## src/rtl/mips_pkg.sv

```systemverilog
// Shared MIPS datapath constants: register file geometry and named register indices.
package mips_pkg;

    localparam int DATA_WIDTH = 32;
    localparam int ADDR_WIDTH = 5;
    localparam int REG_COUNT  = 32;

    localparam logic [ADDR_WIDTH-1:0] REG_ZERO = 5'd0;
    localparam logic [ADDR_WIDTH-1:0] REG_AT   = 5'd1;
    localparam logic [ADDR_WIDTH-1:0] REG_V0   = 5'd2;
    localparam logic [ADDR_WIDTH-1:0] REG_T0   = 5'd8;
    localparam logic [ADDR_WIDTH-1:0] REG_SP   = 5'd29;
    localparam logic [ADDR_WIDTH-1:0] REG_FP   = 5'd30;
    localparam logic [ADDR_WIDTH-1:0] REG_RA   = 5'd31;

endpackage

```

## src/rtl/mips_reg_cell.sv

```systemverilog
// One general-purpose register: a DATA_WIDTH flop with load enable and async active-low clear.
module mips_reg_cell #(
    parameter int DATA_WIDTH = mips_pkg::DATA_WIDTH
) (
    input  logic                  clk,
    input  logic                  rst_n,
    input  logic                  en,
    input  logic [DATA_WIDTH-1:0] d,
    output logic [DATA_WIDTH-1:0] q
);

    logic [DATA_WIDTH-1:0] data_d;
    logic [DATA_WIDTH-1:0] data_q;

    always_comb begin
        data_d = data_q;
        if (en) begin
            data_d = d;
        end
    end

    always_ff @(posedge clk or negedge rst_n) begin
        if (!rst_n) begin
            data_q <= '0;
        end else begin
            data_q <= data_d;
        end
    end

    assign q = data_q;

endmodule

```

## src/rtl/mips_register_file.sv

```systemverilog
// 32 x 32 MIPS register file: two registered read ports, one write port, $0 hardwired to zero,
// optional write-to-read bypass so a WB write is visible to the ID read in the same cycle.
module mips_register_file #(
    parameter int DATA_WIDTH = mips_pkg::DATA_WIDTH,
    parameter int ADDR_WIDTH = mips_pkg::ADDR_WIDTH,
    parameter bit BYPASS_EN  = 1'b1
) (
    input  logic                  clk,
    input  logic                  rst_n,
    input  logic                  read_en,
    input  logic [ADDR_WIDTH-1:0] read_reg1,
    input  logic [ADDR_WIDTH-1:0] read_reg2,
    input  logic                  reg_write,
    input  logic [ADDR_WIDTH-1:0] write_reg,
    input  logic [DATA_WIDTH-1:0] write_data,
    output logic [DATA_WIDTH-1:0] read_data1,
    output logic [DATA_WIDTH-1:0] read_data2,
    output logic                  read_valid
);

    import mips_pkg::*;

    localparam int DEPTH = 1 << ADDR_WIDTH;
    localparam logic [ADDR_WIDTH-1:0] ZERO_ADDR = ADDR_WIDTH'(REG_ZERO);

    logic [DATA_WIDTH-1:0] cell_q [DEPTH];
    logic                  wr_ok;

    assign wr_ok     = reg_write && (write_reg != ZERO_ADDR);
    assign cell_q[0] = '0;

    // $0 has no storage; cells exist only for registers 1..DEPTH-1.
    for (genvar g = 1; g < DEPTH; g++) begin : g_cell
        mips_reg_cell #(
            .DATA_WIDTH (DATA_WIDTH)
        ) u_cell (
            .clk   (clk),
            .rst_n (rst_n),
            .en    (wr_ok && (write_reg == ADDR_WIDTH'(g))),
            .d     (write_data),
            .q     (cell_q[g])
        );
    end

    logic [DATA_WIDTH-1:0] val1;
    logic [DATA_WIDTH-1:0] val2;
    logic [DATA_WIDTH-1:0] rd1_d, rd1_q;
    logic [DATA_WIDTH-1:0] rd2_d, rd2_q;
    logic                  valid_d, valid_q;

    // Zero-register check is applied last so it overrides a bypass hit on $0.
    always_comb begin
        val1 = cell_q[read_reg1];
        if (BYPASS_EN && wr_ok && (write_reg == read_reg1)) begin
            val1 = write_data;
        end
        if (read_reg1 == ZERO_ADDR) begin
            val1 = '0;
        end

        val2 = cell_q[read_reg2];
        if (BYPASS_EN && wr_ok && (write_reg == read_reg2)) begin
            val2 = write_data;
        end
        if (read_reg2 == ZERO_ADDR) begin
            val2 = '0;
        end
    end

    always_comb begin
        rd1_d   = rd1_q;
        rd2_d   = rd2_q;
        valid_d = read_en;
        if (read_en) begin
            rd1_d = val1;
            rd2_d = val2;
        end
    end

    always_ff @(posedge clk or negedge rst_n) begin
        if (!rst_n) begin
            rd1_q   <= '0;
            rd2_q   <= '0;
            valid_q <= 1'b0;
        end else begin
            rd1_q   <= rd1_d;
            rd2_q   <= rd2_d;
            valid_q <= valid_d;
        end
    end

    assign read_data1 = rd1_q;
    assign read_data2 = rd2_q;
    assign read_valid = valid_q;

endmodule

```

## config.mk

```make
export PLATFORM = sky130hd
export DESIGN_NAME = mips_register_file
export DESIGN_NICKNAME = d
export VERILOG_FILES = /design/src/rtl/mips_pkg.sv /design/src/rtl/mips_reg_cell.sv /design/src/rtl/mips_register_file.sv
export SDC_FILE = /design/constraint.sdc
export NUM_CORES = 2
export LEC_CHECK = 0
export CORE_MARGIN = 2
export CORE_UTILIZATION = 45
export DETAILED_ROUTE_END_ITERATION = 6
export SYNTH_ARGS = -nofsm -noshare
export SYNTH_HDL_FRONTEND = slang
export SYNTH_SLANG_ARGS = --single-unit
```

## constraint.sdc

```tcl
create_clock -name clk -period 2.1 [get_ports clk]
set_input_delay 0.315 -clock clk [delete_from_list [all_inputs] [get_ports clk]]
set_output_delay 0.315 -clock clk [all_outputs]
set_load 0.05 [all_outputs]
```

==> out/summary.log <==
qor: logic_synthesis.yosysUniqueCellTypes 56
qor: logic_synthesis.synth_enable_flop_cells 0
qor: timing.unrepaired_setup_endpoints_after_global_routing false
qor: floorplan.fp.dieArea 0.1254 mm²
qor: worst_setup_path.regToRegSetupSlack 0.07 ns
qor: logic_synthesis.synth_top_flop_cell sky130_fd_sc_hd__dfrtp_1
qor: route.routed-wl-met2 86990 µm
qor: power_and_ir_drop.power.density 913.1 mW/mm²
qor: grt.grt_use_total 31.57%
qor: logic_synthesis.netlist_top_cells_area sky130_fd_sc_hd__dfrtp_1 (48%), sky130_fd_sc_hd__mux2_2 (18%), sky130_fd_sc_hd__mux4_2 (16%)
qor: worst_setup_path.reg2reg_depth 5
qor: worst_setup_path.timing.critical_path.arrival 1.78 ns
qor: timing.worst_slew_pin_slew 0.7687 ns
qor: timing.slew-limit-headroom 48.64%
qor: route.vias 39642
qor: timing.max_clock_freq 477.1 MHz
qor: worst_setup_path.cp.buffers_inverters 1
qor: worst_setup_path.worst_setup_path_end read_data1[15]
qor: logic_synthesis.syn_area_per_cell 13.58 µm²
qor: worst_setup_path.crit_fanout 2
qor: worst_setup_path.worst-setup-path-type reg -> out
qor: cells_and_area.design_area 0.06635 mm²
qor: route.vias_per_cell 6.534
qor: grt.gr-total-overflow 0
qor: logic_synthesis.netlist_area 0.05514 mm²
qor: timing.period_utilisation_layout 99.81%
qor: worst_setup_path.max_stage_delay 0.58 ns
qor: clock_tree.clkLatencyLatePin 0.72 ns
qor: timing.finClkSkew 0.02333 ns
qor: worst_setup_path.endpoint_kind output pin
qor: floorplan.chip_width 354.1 µm
qor: logic_synthesis.synth_most_common_cell sky130_fd_sc_hd__dfrtp_1
qor: logic_synthesis.sequential_area_share_after_synthesis 47.97%
qor: worst_setup_path.timing.critical_path.depth 1
qor: clock_tree.tritoncts built
qor: floorplan.initial_core_util 45.31%
qor: grt.grt_pass1_wl 287800 µm
qor: timing.maxSlewViolCount 0
qor: worst_setup_path.cp_data_required_time 1.78 ns
qor: worst_setup_path.crit_start read_data1[15]$_DFFE_PN0P_
qor: cells_and_area.design.final.nets 4403
qor: timing.tns 0 ns
qor: route.final_antenna_net_count 0
qor: logic_synthesis.synth_common_cells sky130_fd_sc_hd__dfrtp_1 (1057), sky130_fd_sc_hd__mux2_2 (863), sky130_fd_sc_hd__mux4_2 (395)
qor: placement.place_hpwl 130600 µm
qor: worst_setup_path.path_cells dlygate4sd2_1
qor: worst_setup_path.worst_r2r_endpoint read_data1[9]$_DFFE_PN0P_
qor: status.run_status finished, final reports clean
qor: worst_setup_path.path_delay_family buffers and inverters
qor: timing.clock_period_minus_worst_slack 2.096 ns
qor: logic_synthesis.synth_area_leader_cell sky130_fd_sc_hd__dfrtp_1
qor: route.finalWirelength 197500 µm
qor: clock_tree.sink_count_of_the_clock_tree 1057
qor: clock_tree.clock_tree.htree_level_count 3
qor: worst_setup_path.startpoint_type flip-flop
qor: job.max_cap_violations 0
qor: grt.via_count_of_the_first_global_routing_pass 39581
qor: power_and_ir_drop.static_leakage 29.04 nW
qor: worst_setup_path.critical_path.reg2reg.startpoint g_cell[13].u_cell.q[9]$_DFFE_PN0P_
qor: hold_path.min_path_type in -> async
qor: cells_and_area.fillers 10187
qor: power_and_ir_drop.power.ir.vdd_worst 0.6959 mV
qor: logic_synthesis.yosys.area.top_type_share 47.97%
qor: route.iteration_0_drc_markers 4166
qor: worst_setup_path.critical-path-slowest-cell sky130_fd_sc_hd__dlygate4sd2_1
qor: route.highest-signal-layer met5
qor: clock_tree.ctsLongestPathBuffers 3
qor: placement.post_place_instance_area 0.06266 mm²
qor: cells_and_area.syn_to_final_growth 20.33%
qor: placement.final_replace_weighted_congestion 0.8819
qor: grt.antenna_found_initial 4
qor: floorplan.die_h 354.1 µm
qor: route.drt_drc_violations_left 0
qor: floorplan.io_pins 116
qor: floorplan.num_rows 128
qor: placement.port_buffers 115
qor: route.m1WireLength 84860 µm
qor: route.drt-wirelength-per-cell 32.55 µm
qor: route.drt_first_pass_iters 5
qor: logic_synthesis.ys_warn_count 0
qor: timing.finalHoldViolCount 0
qor: grt.grt_max_degree 101
qor: timing.final_number_of_setup_violating_endpoints 0
qor: clock_tree.cts_buffers 116
qor: route.detailroute.wirelength.met3 18530 µm
qor: floorplan.core-area 0.1217 mm²
qor: clock_tree.ctsRootBufferMaster sky130_fd_sc_hd__clkbuf_16
qor: logic_synthesis.postSynthRegisterBits 1057
qor: logic_synthesis.postSynthNetCount 4113
qor: clock_tree.clk_transition_reported_paths 0.06 ns
qor: logic_synthesis.synthArstFlopShare 100.0%
qor: logic_synthesis.synth_cells 4062
qor: power_and_ir_drop.finalPower 60.59 mW
qor: cells_and_area.post_route_cells_drive_above_1_share 45.51%
==> placed cells by master (no fill, tap or decap), types with 29 or more instances in the layout <==
| master | n |
|---|---|
| sky130_fd_sc_hd__dfrtp_1 | 1057 |
| sky130_fd_sc_hd__mux2_2 | 863 |
| sky130_fd_sc_hd__mux4_2 | 395 |
| sky130_fd_sc_hd__buf_4 | 329 |
| sky130_fd_sc_hd__nand2_1 | 284 |
| sky130_fd_sc_hd__o21ai_0 | 226 |
| sky130_fd_sc_hd__buf_12 | 179 |
| sky130_fd_sc_hd__mux2i_1 | 153 |
| sky130_fd_sc_hd__clkbuf_16 | 117 |
| sky130_fd_sc_hd__a22oi_1 | 80 |
| sky130_fd_sc_hd__o22ai_1 | 73 |
| sky130_fd_sc_hd__a221oi_1 | 67 |
| sky130_fd_sc_hd__dlygate4sd2_1 | 42 |
| sky130_fd_sc_hd__clkdlybuf4s50_1 | 40 |
| sky130_fd_sc_hd__clkbuf_8 | 35 |
| sky130_fd_sc_hd__a221o_1 | 32 |
| sky130_fd_sc_hd__nand4_1 | 31 |
| sky130_fd_sc_hd__nor2_1 | 30 |
| sky130_fd_sc_hd__nor2b_1 | 29 |
==> timing repair <==
| action | CTS | global route |
|---|---|---|
| setup buffers | 0 | 1 |
| gates resized for setup | 68 | 4 |
| hold buffers | 1 | 0 |
| endpoints found under the setup margin | 53 | 14 |
| pin swaps | 0 | 1 |
| hold endpoints to repair | 400 | 0 |
==> worst min-delay path by stage <==
stage                     slack [ns]  start  cells after the start                            endpoint
after global placement          0.27  rst_n                      1           read_data2[0]$_DFFE_PN0P_
after global routing            0.12  rst_n                      2           read_data1[0]$_DFFE_PN0P_
after detailed placement        0.26  rst_n                      1           read_data2[0]$_DFFE_PN0P_
final                           0.12  rst_n                      2  g_cell[13].u_cell.q[4]$_DFFE_PN0P_
after floorplan                 0.02  rst_n                      0  g_cell[10].u_cell.q[0]$_DFFE_PN0P_
after CTS                       0.09  rst_n                      2   g_cell[8].u_cell.q[4]$_DFFE_PN0P_
==> area by class of cell <==
class	instances	area (µm²)	area share [%]
Multi-Input combinational cell	2544	27030	40.73
Inverter	21	78.83	0.1188
Clock buffer	180	3515	5.297
Clock inverter	27	207.7	0.3130
Tap cell	1625	2033	3.064
Antenna cell	1	2.502	0.003771
Timing Repair Buffer	612	7039	10.61
Sequential cell	1057	26450	39.86
==> per-stage QoR <==
step	instances	hold WS (ns)	util (%)	worst slack, ns
2_1_floorplan	4062	0.01941	-	-0.01784
3_3_place_gp	5857	0.2687	51.48	-0.7338
3_5_place_dp	5857	0.2638	51.48	-0.7381
4_1_cts	6065	0.09156	54.51	0.0007554
5_1_grt	6066	0.1191	54.51	0.004327
6_report	6067	0.1218	54.52	0.003917
==> routing by layer <==
layer	vias to the layer above	GRT usage, %
met5	-	0
met4	4	10.45
met3	404	7.067
met2	1933	46.61
met1	21189	46.24
li1	16112	-
==> flip-flops by register name, indices dropped and copies added (netlist names) <==
register,count
read_valid,1
g_cell.u_cell.q,992
read_data2,32
read_data1,32
==> power by group <==
| group | switching [mW] | internal (mW) | total, mW |
|---|---|---|---|
| clock | 8.64 | 11.5 | 20.2 |
| combinational | 5.77 | 7.34 | 13.1 |
| sequential | 3.00 | 24.3 | 27.3 |
| total | 17.4 | 43.2 | 60.6 |
==> logic make-up (layout without fill, tap and decap cells) <==
logic type,Yosys count,after routing,synth area share [%]
multiplexers,1416,1416,36.63
XOR/XNOR,10,10,0.1588
AO/OA/AOI/OAI,589,589,7.231
other,0,1,0
AND/OR/NAND/NOR,529,529,4.415
buffers and inverters,461,840,3.594
flip-flops,1057,1057,47.97
Power figures use the tool's default switching activity.
